**src/rtl/display_scan_pkg.sv**
```systemverilog
// ============================================================================
//  Module      : display_scan_pkg
//  Description : Segment codes, scan-state encodings and hex decode helper
//                shared by the display scanner and its segment decoder.
//  Revision    : 1.0 - initial release
// ============================================================================
`default_nettype none

package display_scan_pkg;

    // Active-low segment codes, bit order {g,f,e,d,c,b,a}
    localparam logic [6:0] SEG_0     = 7'h40;
    localparam logic [6:0] SEG_1     = 7'h79;
    localparam logic [6:0] SEG_2     = 7'h24;
    localparam logic [6:0] SEG_3     = 7'h30;
    localparam logic [6:0] SEG_4     = 7'h19;
    localparam logic [6:0] SEG_5     = 7'h12;
    localparam logic [6:0] SEG_6     = 7'h02;
    localparam logic [6:0] SEG_7     = 7'h78;
    localparam logic [6:0] SEG_8     = 7'h00;
    localparam logic [6:0] SEG_9     = 7'h10;
    localparam logic [6:0] SEG_A     = 7'h08;
    localparam logic [6:0] SEG_B     = 7'h03;
    localparam logic [6:0] SEG_C     = 7'h46;
    localparam logic [6:0] SEG_D     = 7'h21;
    localparam logic [6:0] SEG_E     = 7'h06;
    localparam logic [6:0] SEG_F     = 7'h0E;
    localparam logic [6:0] SEG_BLANK = 7'h7F;
    localparam logic [6:0] SEG_R     = 7'h2F;

    localparam logic [0:0] ST_SHOW  = 1'b0;
    localparam logic [0:0] ST_BLANK = 1'b1;

    function automatic logic [6:0] hex_to_seg(input logic [3:0] nib);
        logic [6:0] code;
        case (nib)
            4'h0:    code = SEG_0;
            4'h1:    code = SEG_1;
            4'h2:    code = SEG_2;
            4'h3:    code = SEG_3;
            4'h4:    code = SEG_4;
            4'h5:    code = SEG_5;
            4'h6:    code = SEG_6;
            4'h7:    code = SEG_7;
            4'h8:    code = SEG_8;
            4'h9:    code = SEG_9;
            4'hA:    code = SEG_A;
            4'hB:    code = SEG_B;
            4'hC:    code = SEG_C;
            4'hD:    code = SEG_D;
            4'hE:    code = SEG_E;
            default: code = SEG_F;
        endcase
        return code;
    endfunction

endpackage

`default_nettype wire

```
**src/rtl/display_seg_decoder.sv**
```systemverilog
// ============================================================================
//  Module      : display_seg_decoder
//  Description : Combinational nibble/err/digit/blank to active-low 7-segment
//                code; Err mode spells "Err " across digits 3..0.
//  Revision    : 1.0 - initial release
// ============================================================================
`default_nettype none

module display_seg_decoder
    import display_scan_pkg::*;
(
    input  logic [3:0] i_nibble,
    input  logic       i_err,
    input  logic [1:0] i_digit,
    input  logic       i_blank,
    output logic [6:0] o_seg
);

    always_comb begin
        o_seg = SEG_BLANK;
        // Err text takes priority over any blanking request
        if (i_err) begin
            case (i_digit)
                2'd3:       o_seg = SEG_E;
                2'd2, 2'd1: o_seg = SEG_R;
                default:    o_seg = SEG_BLANK;
            endcase
        end else if (!i_blank) begin
            o_seg = hex_to_seg(i_nibble);
        end
    end

endmodule

`default_nettype wire

```
**src/rtl/display_scan.sv**
```systemverilog
// ============================================================================
//  Module      : display_scan
//  Description : Four-digit multiplexed common-anode 7-segment driver with
//                blanking gap between digits. Optional leading-zero blanking
//                when DISPLAY_SCAN_LZB_EN is defined.
//  Revision    : 1.0 - initial release
// ============================================================================
`default_nettype none

module display_scan
    import display_scan_pkg::*;
#(
    parameter int DIV_W     = 16,
    parameter int BLANK_CYC = 4
) (
    input  logic       CLK,
    input  logic       RESET,
    input  logic [7:0] DATAH,
    input  logic [7:0] DATAL,
    input  logic       LOAD,
    input  logic       ERR,
    output logic [3:0] AN,
    output logic [6:0] SEG,
    output logic       DP,
    output logic       BUSY
);

    localparam int                   c_blk_w    = (BLANK_CYC > 1) ? $clog2(BLANK_CYC) : 1;
    localparam logic [c_blk_w-1:0]   c_blk_last = c_blk_w'(BLANK_CYC - 1);
    localparam logic [c_blk_w-1:0]   c_blk_one  = c_blk_w'(1);
    localparam logic [DIV_W-1:0]     c_pre_max  = {DIV_W{1'b1}};
    localparam logic [DIV_W-1:0]     c_pre_one  = DIV_W'(1);

    logic [15:0]        r_data;
    logic               r_err;
    logic [1:0]         r_idx;
    logic [DIV_W-1:0]   r_pre;
    logic [c_blk_w-1:0] r_blk;
    logic [0:0]         r_state;

    logic [3:0]         w_nibble;
    logic               w_lzb;
    logic [6:0]         w_seg;

    assign w_nibble = r_data[{r_idx, 2'b00} +: 4];

`ifdef DISPLAY_SCAN_LZB_EN
    // A digit is a leading zero when it and every higher digit are zero
    always_comb begin
        case (r_idx)
            2'd3:    w_lzb = (r_data[15:12] == 4'h0);
            2'd2:    w_lzb = (r_data[15:8]  == 8'h00);
            2'd1:    w_lzb = (r_data[15:4]  == 12'h000);
            default: w_lzb = 1'b0;
        endcase
    end
`else
    assign w_lzb = 1'b0;
`endif

    display_seg_decoder u_dec (
        .i_nibble (w_nibble),
        .i_err    (r_err),
        .i_digit  (r_idx),
        .i_blank  (w_lzb),
        .o_seg    (w_seg)
    );

    assign DP = 1'b1;

    always_ff @(posedge CLK or posedge RESET) begin
        if (RESET) begin
            r_data  <= 16'h0000;
            r_err   <= 1'b0;
            r_idx   <= 2'd0;
            r_pre   <= '0;
            r_blk   <= '0;
            r_state <= ST_SHOW;
            AN      <= 4'b1111;
            SEG     <= SEG_BLANK;
            BUSY    <= 1'b0;
        end else begin
            // Capture is independent of the scan so timing never slips
            if (LOAD) begin
                r_data <= {DATAH, DATAL};
                r_err  <= ERR;
            end
            if (r_state == ST_SHOW) begin
                AN   <= ~(4'b0001 << r_idx);
                SEG  <= w_seg;
                BUSY <= 1'b0;
                if (r_pre == c_pre_max) begin
                    r_pre   <= '0;
                    r_state <= ST_BLANK;
                end else begin
                    r_pre <= r_pre + c_pre_one;
                end
            end else begin
                AN   <= 4'b1111;
                SEG  <= SEG_BLANK;
                BUSY <= 1'b1;
                if (r_blk == c_blk_last) begin
                    r_blk   <= '0;
                    r_idx   <= r_idx + 2'd1;
                    r_state <= ST_SHOW;
                end else begin
                    r_blk <= r_blk + c_blk_one;
                end
            end
        end
    end

endmodule

`default_nettype wire

```
**config.mk**
```make
export PLATFORM = sky130hd
export DESIGN_NAME = display_scan
export DESIGN_NICKNAME = d
export VERILOG_FILES = /design/src/rtl/display_scan_pkg.sv /design/src/rtl/display_seg_decoder.sv /design/src/rtl/display_scan.sv
export SDC_FILE = /design/constraint.sdc
export NUM_CORES = 1
export LEC_CHECK = 0
export CORE_MARGIN = 2
export CORE_UTILIZATION = 25
export CTS_CLUSTER_SIZE = 8
export DETAILED_ROUTE_END_ITERATION = 7
export GPL_ROUTABILITY_DRIVEN = 0
export SLEW_MARGIN = 10
export SYNTH_ARGS = -nofsm -noshare
export SYNTH_HDL_FRONTEND = slang
export SYNTH_SLANG_ARGS = --single-unit
export TNS_END_PERCENT = 1
```
**constraint.sdc**
```tcl
create_clock -name CLK -period 3.2 [get_ports CLK]
set_clock_uncertainty 0.15 [all_clocks]
set_input_delay 0.48 -clock CLK [delete_from_list [all_inputs] [get_ports CLK]]
set_output_delay 0.48 -clock CLK [all_outputs]
set_load 0.02 [all_outputs]
```
==> results.sh, run 1 <==
export IMPL_cts_resized_gates=0
export IMPL_globalRoute_busiestLayer="met2"
export IMPL_worst_pin_slew_ns=0.784
export IMPL_grt_overflow_total=0
export IMPL_critical_path_endpoint="SEG[3]"
export IMPL_grt_pass1_wl_mm=7.35
export IMPL_grt_usage=0.0896
export IMPL_yosys_area_top_type="dfrtp_1"
export IMPL_netlist_instances=203
export IMPL_synth_adder_area_share=0.0670
export IMPL_cellPowerDensity_nw_per_um2=420
export IMPL_yosysTopAreaCellShare=0.402
export IMPL_synth_edff_count=0
export IMPL_p_leak_uw=0.00121
export IMPL_cts_max_path_buffers=2
export IMPL_cts_tree="done"
export IMPL_ios=33
export IMPL_start_util=0.260
export IMPL_fmax_mhz=392
export IMPL_crit_type="flop to flop"
export IMPL_hp_class="flop to flop"
export IMPL_finalCritPeriodShare=0.797
export IMPL_syn_mean_instance_area_um2=12.0
export IMPL_root_buffer="clkbuf_8"
export IMPL_core_area_um2=9330
export IMPL_start_kind="flop"
export IMPL_layout_commonest_cell="dfrtp_1"
export IMPL_wl_per_cell_um=11.8
export IMPL_crit_start="r_idx[0]"
export IMPL_vias_per_cell=4.25
export IMPL_ctsHtreeMaxLevel=2
export IMPL_nets=266
export IMPL_instances_no_fill=363
export IMPL_synth_area_mux_share=0.142
export IMPL_die_w_um=103
export IMPL_io_buffers=31
export IMPL_synth_seq_cells=50
export IMPL_power_uw=1230
export IMPL_synth_area_top_cells="dfrtp_1 (40%), dfstp_2 (12%), mux2_2 (8.8%)"
export IMPL_drtPass1Iterations=4
export IMPL_finalCriticalPeriod_ns=2.55
export IMPL_routed_wl_mm=4.29
export IMPL_ys_types=39
export IMPL_synth_fp_nets=236
export IMPL_async_flop_share=1.00
export IMPL_final_cell_mix="dfrtp_1 (39), clkdlybuf4s50_1 (31), mux2_2 (19)"
export IMPL_dpl_worst_slack_ns=0.643
export IMPL_dr_total_vias=1543
export IMPL_grt_use_met2=0.135
export IMPL_synth_flop_cell="dfrtp_1"
export IMPL_synth_top_family_by_area="multiplexers"
export IMPL_rsz0062_at_grt="no"
export IMPL_grt_antenna_before_repair=0
export IMPL_insertion_delay_ns=0.30
export IMPL_synth_xor_area_frac=0.0542
export IMPL_synth_area_um2=2430
export IMPL_drt_initial_drc_count=69
export IMPL_drc=0
export IMPL_dp_cells=355
export IMPL_clk_pin_slew_worst_paths_ns=0.09
export IMPL_r2r_end="SEG[3]"
export IMPL_dp_hpwl_mm=3.13
export IMPL_end_kind="flop"
export IMPL_setup_viol_count_final=0
export IMPL_row_count=35
export IMPL_grtUsageMet1=0.126
export IMPL_die_area_um2=10500
export IMPL_holdBufCountCts=0
export IMPL_grt_max_degree=51
export IMPL_cts_sinks=50
export IMPL_setup_tns_ns=0
export IMPL_crit_fanout=8
export IMPL_die_h_um=103
export IMPL_drive_gt1_frac=0.184
export IMPL_synthSimpleGateAreaFrac=0.136
export IMPL_grt_pass1_vias=1568
export IMPL_irDropWorstVdd_mv=0.160
export IMPL_worstPathRequired_ns=3.28
export IMPL_cp_arrival_ns=2.63
export IMPL_numCtsBuffers=5
export IMPL_setup_ws_ns=0.651
export IMPL_synth_compound_area_frac=0.0438
export IMPL_regToRegSetupSlack_ns=0.65
export IMPL_cts_setup_buffers=0
export IMPL_reg2regPathDepth=5
export IMPL_ys_seq_area_frac=0.521
export IMPL_slew_headroom=0.476
export IMPL_max_cap_violations=0
export IMPL_n_antenna_cell=0
export IMPL_worst_r2r_startpoint="r_idx[0]"
export IMPL_status="finished, final reports clean"
export IMPL_postRouteAntennaNets=0
export IMPL_yosysWarnings=0
export IMPL_finalHoldViolCount=0
export IMPL_met3_usage=0.0210
export IMPL_syn2layout_area_growth_pct=21.2
export IMPL_report_final_slew_viol_count=0
[registers in the layout, indices dropped and copies added, names as in the netlist]
signal / count
r_blk: 2
AN: 4
r_state: 1
BUSY: 1
r_data: 16
r_pre: 16
r_idx: 2
r_err: 1
SEG: 7
[worst max-delay path: stages (launching register included)]
cell     delay, ns
dfrtp_1       0.59
mux4_2        0.61
ha_1          0.27
mux2_1        0.31
mux2_2        0.26
a211o_1       0.29
[worst min-delay path by stage]
stage	startpoint	endpoint	slack, ns	cells past startpoint
detailed placement	r_pre[10]	r_pre[10]	0.32	1
global placement	r_pre[10]	r_pre[10]	0.32	1
global route	r_blk[0]	r_blk[0]	0.37	1
finish	r_pre[10]	r_pre[10]	0.33	1
CTS	r_pre[10]	r_pre[10]	0.34	1
floorplan	r_state	BUSY	0.22	0
[layout make-up]
cell class	count	area (µm²)
Fill cell	942	6390
Clock inverter	1	7.51
Inverter	9	33.8
Clock buffer	7	76.3
Timing Repair Buffer	32	318
Tap cell	129	161
Multi-Input combinational cell	135	1080
Sequential cell	50	1260
[kinds of logic (layout without fill, tap and decap cells)]
family	after synthesis	after routing
and+or+nand+nor	64	64
DFF	50	50
muxes	27	27
buffers and inverters	18	49
AOI/OAI and AO/OA	15	15
xor gates and xnor gates	15	15
adders and majority gates	13	13
other	1	1
[through the flow]
step	hold slack, ns	util	cell area, µm²
after detailed placement	0.324	0.306	2860
after global placement	0.318	0.306	2860
final	0.335	0.315	2940
after floorplan	0.223	-	2430
after global routing	0.371	0.315	2940
after CTS	0.341	0.315	2940
[report_power, final]
part	switching [µW]	internal [µW]
clock network	201	155
logic	89.2	95.7
registers	16.3	676
[synthesized netlist by cell type, types with 3 or more instances]
master / instances
nand2b_1: 11
mux2i_1: 3
and2_1: 3
inv_1: 9
clkbuf_1: 4
nor3_1: 3
mux4_2: 4
o21ai_0: 3
dfstp_2: 11
nand3_1: 3
xnor2_1: 11
nor2_1: 14
dfrtp_1: 39
nand2_1: 14
nand4_1: 6
xor2_1: 4
o211ai_1: 4
ha_1: 13
mux2_2: 19
[metal layers]
| metal | share of wire | wire length, µm |
|---|---|---|
| met5 | 0 | 0 |
| met4 | 0.018 | 78 |
| met3 | 0.044 | 189 |
| met2 | 0.44 | 1870 |
| met1 | 0.50 | 2150 |
Note: power is estimated with default switching activity, not from simulation.
==> run 2, diff against run 1 <==
==> constraint.sdc (replaced) <==
create_clock -name CLK -period 2.5 [get_ports CLK]
set_clock_uncertainty 0.15 [all_clocks]
set_input_delay 0.375 -clock CLK [delete_from_list [all_inputs] [get_ports CLK]]
set_output_delay 0.375 -clock CLK [all_outputs]
set_load 0.02 [all_outputs]
==> run 2 against run 1 <==
  * First-iteration DRC count decreased by 28%
  * Sequential power increased by 28%
  * Design area increased by 2.2%
  * Flip-flop and latch count unchanged
  * Sequential share of layout area decreased by 0.93 points
  * Non-clock buffer count increased by 5
  * Critical path depth unchanged
  * Total power increased by 33%
  * Critical endpoint unchanged
==> results.sh, run 2 (synthesized netlist as in run 1, its figures left out) <==
export IMPL_path_buf_inv=0
export IMPL_slowest_delay_ns=0.57
export IMPL_row_count=35
export IMPL_n_antenna_cell=0
export IMPL_die_h_um=103
export IMPL_setup_tns_ns=0
export IMPL_io_buffers=31
export IMPL_grt_overflow_total=0
export IMPL_stdcell_area_um2=3010
export IMPL_regArea_um2=1260
export IMPL_dp_hpwl_mm=3.25
export IMPL_setup_viol_count_final=0
export IMPL_irDropWorstVdd_mv=0.225
export IMPL_max_cap_violations=0
export IMPL_cts_setup_buffers=0
export IMPL_vias_per_cell=4.13
export IMPL_multiInputGateArea_um2=1080
export IMPL_end_kind="flop"
export IMPL_insertion_delay_ns=0.30
export IMPL_start_kind="flop"
export IMPL_ios=33
export IMPL_hp_class="input pin to async pin"
export IMPL_final_cell_mix="dfrtp_1 (39), clkdlybuf4s50_1 (31), mux2_2 (19)"
export IMPL_grt_max_degree=51
export IMPL_slowest_stage="mux4_2"
export IMPL_cellPowerDensity_nw_per_um2=545
export IMPL_report_final_slew_viol_count=0
export IMPL_critPathTopFamily="multiplexers"
export IMPL_cp_arrival_ns=2.39
export IMPL_grt_usage=0.0885
export IMPL_nets=271
export IMPL_die_w_um=103
export IMPL_grt_pass1_vias=1499
export IMPL_r2r_end="SEG[3]"
export IMPL_biggestRegsByFlops="r_data: 16 flops, r_pre: 16 flops, SEG: 7 flops"
export IMPL_regToRegSetupSlack_ns=0.19
export IMPL_drt_initial_drc_count=50
export IMPL_cts_sinks=50
export IMPL_dr_total_vias=1518
export IMPL_cts_max_path_buffers=2
export IMPL_cts_tree="done"
export IMPL_root_buffer="clkbuf_8"
export IMPL_drtPass1Iterations=4
export IMPL_fill_cells=931
export IMPL_die_area_um2=10500
export IMPL_syn2layout_area_growth_pct=23.9
export IMPL_status="finished, final reports clean"
export IMPL_cts_resized_gates=0
export IMPL_rsz0062_at_grt="no"
export IMPL_routed_wl_mm=4.36
export IMPL_start_util=0.260
export IMPL_postRouteAntennaNets=0
export IMPL_drc=0
export IMPL_core_area_um2=9330
export IMPL_ctsHtreeMaxLevel=2
export IMPL_finalHoldViolCount=0
export IMPL_reg2regPathDepth=5
export IMPL_grt_antenna_before_repair=0
export IMPL_worstPathRequired_ns=2.58
export IMPL_holdBufCountCts=0
export IMPL_numCtsBuffers=5
export IMPL_clk_pin_slew_worst_paths_ns=0.10
export IMPL_worstPathCellList="mux4_2 > ha_1 > mux2_1 > mux2_2 > a211o_1"
export IMPL_worst_r2r_startpoint="r_idx[0]"
export IMPL_p_leak_uw=0.00125
export IMPL_grt_pass1_wl_mm=7.24
export IMPL_crit_fanout=4
export IMPL_layout_commonest_cell="dfrtp_1"
export IMPL_fmax_mhz=433
export IMPL_dpl_cell_area_um2=2910
export IMPL_crit_type="flop to flop"
export IMPL_wl_per_cell_um=11.9
export IMPL_finalCriticalPeriod_ns=2.31
export IMPL_finalCritPeriodShare=0.924
export IMPL_drive_gt1_frac=0.209
==> run 2: cell count changes in the layout (fill, tap and decap cells not counted) <==
cell | before | now
inv_6 | 0 | 1
buf_12 | 0 | 1
clkbuf_8 | 5 | 6
buf_4 | 1 | 5
clkbuf_1 | 2 | 0
==> run 2: layout make-up <==
class	count	area share
inverters	9	0.0112
well taps	129	0.0537
flip-flops and latches	50	0.421
repair buffers	37	0.122
clock buffers	6	0.0275
multi-input cells	135	0.359
clock inverters	2	0.00541
==> run 2: worst max path at each step <==
stage | start | to | slack (ns) | cells past startpoint
6_report | r_idx[0] | SEG[3] | 0.19 | 5
5_1_grt | r_idx[0] | SEG[3] | 0.09 | 5
4_1_cts | r_idx[0] | SEG[3] | 0.18 | 5
3_5_place_dp | r_idx[0] | SEG[3] | 0.21 | 5
3_3_place_gp | r_idx[0] | SEG[3] | 0.24 | 5
2_1_floorplan | r_idx[0] | SEG[3] | 0.18 | 6
==> run 2: per-stage QoR <==
stage | hold WS, ns | power, µW | instances | utilization | setup WS, ns
detailed placement | 0.320 | 1150 | 360 | 0.312 | 0.206
floorplan | 0.223 | 1050 | 203 | - | 0.183
global route | 0.295 | 1720 | 368 | 0.322 | 0.0869
global placement | 0.312 | 1140 | 360 | 0.312 | 0.237
finish | 0.266 | 1640 | 368 | 0.322 | 0.190
CTS | 0.283 | 1660 | 368 | 0.322 | 0.178
==> run 2: worst min-delay path: stages <==
cell             delay [ns]
clkdlybuf4s50_1        0.41
inv_2                  0.07
buf_12                 0.25
==> run 2: metal layers <==
layer  global-route usage  routed length, µm
met1                0.124               2180
met2                0.138               1960
met3               0.0203                186
met4               0.0246                 40
met5                    0                  0
==> run 2: power breakdown <==
part           switching (µW)  total, µW  internal (µW)  leakage, µW
clock                     280        509            228    0.0000478
combinational             115        243            128     0.000598
sequential               20.6        886            866     0.000608
total                     416       1640           1220      0.00125
==> run 3, diff against run 2 <==
--- a/config.mk
+++ b/config.mk
@@ -10,7 +10,7 @@
 export CTS_CLUSTER_SIZE = 8
 export DETAILED_ROUTE_END_ITERATION = 7
 export GPL_ROUTABILITY_DRIVEN = 0
-export SLEW_MARGIN = 10
+export SKIP_LAST_GASP = 1
 export SYNTH_ARGS = -nofsm -noshare
 export SYNTH_HDL_FRONTEND = slang
 export SYNTH_SLANG_ARGS = --single-unit
==> results of run 3 <==
Same layout as run 2: the final DEF is identical, and so are final timing and power.
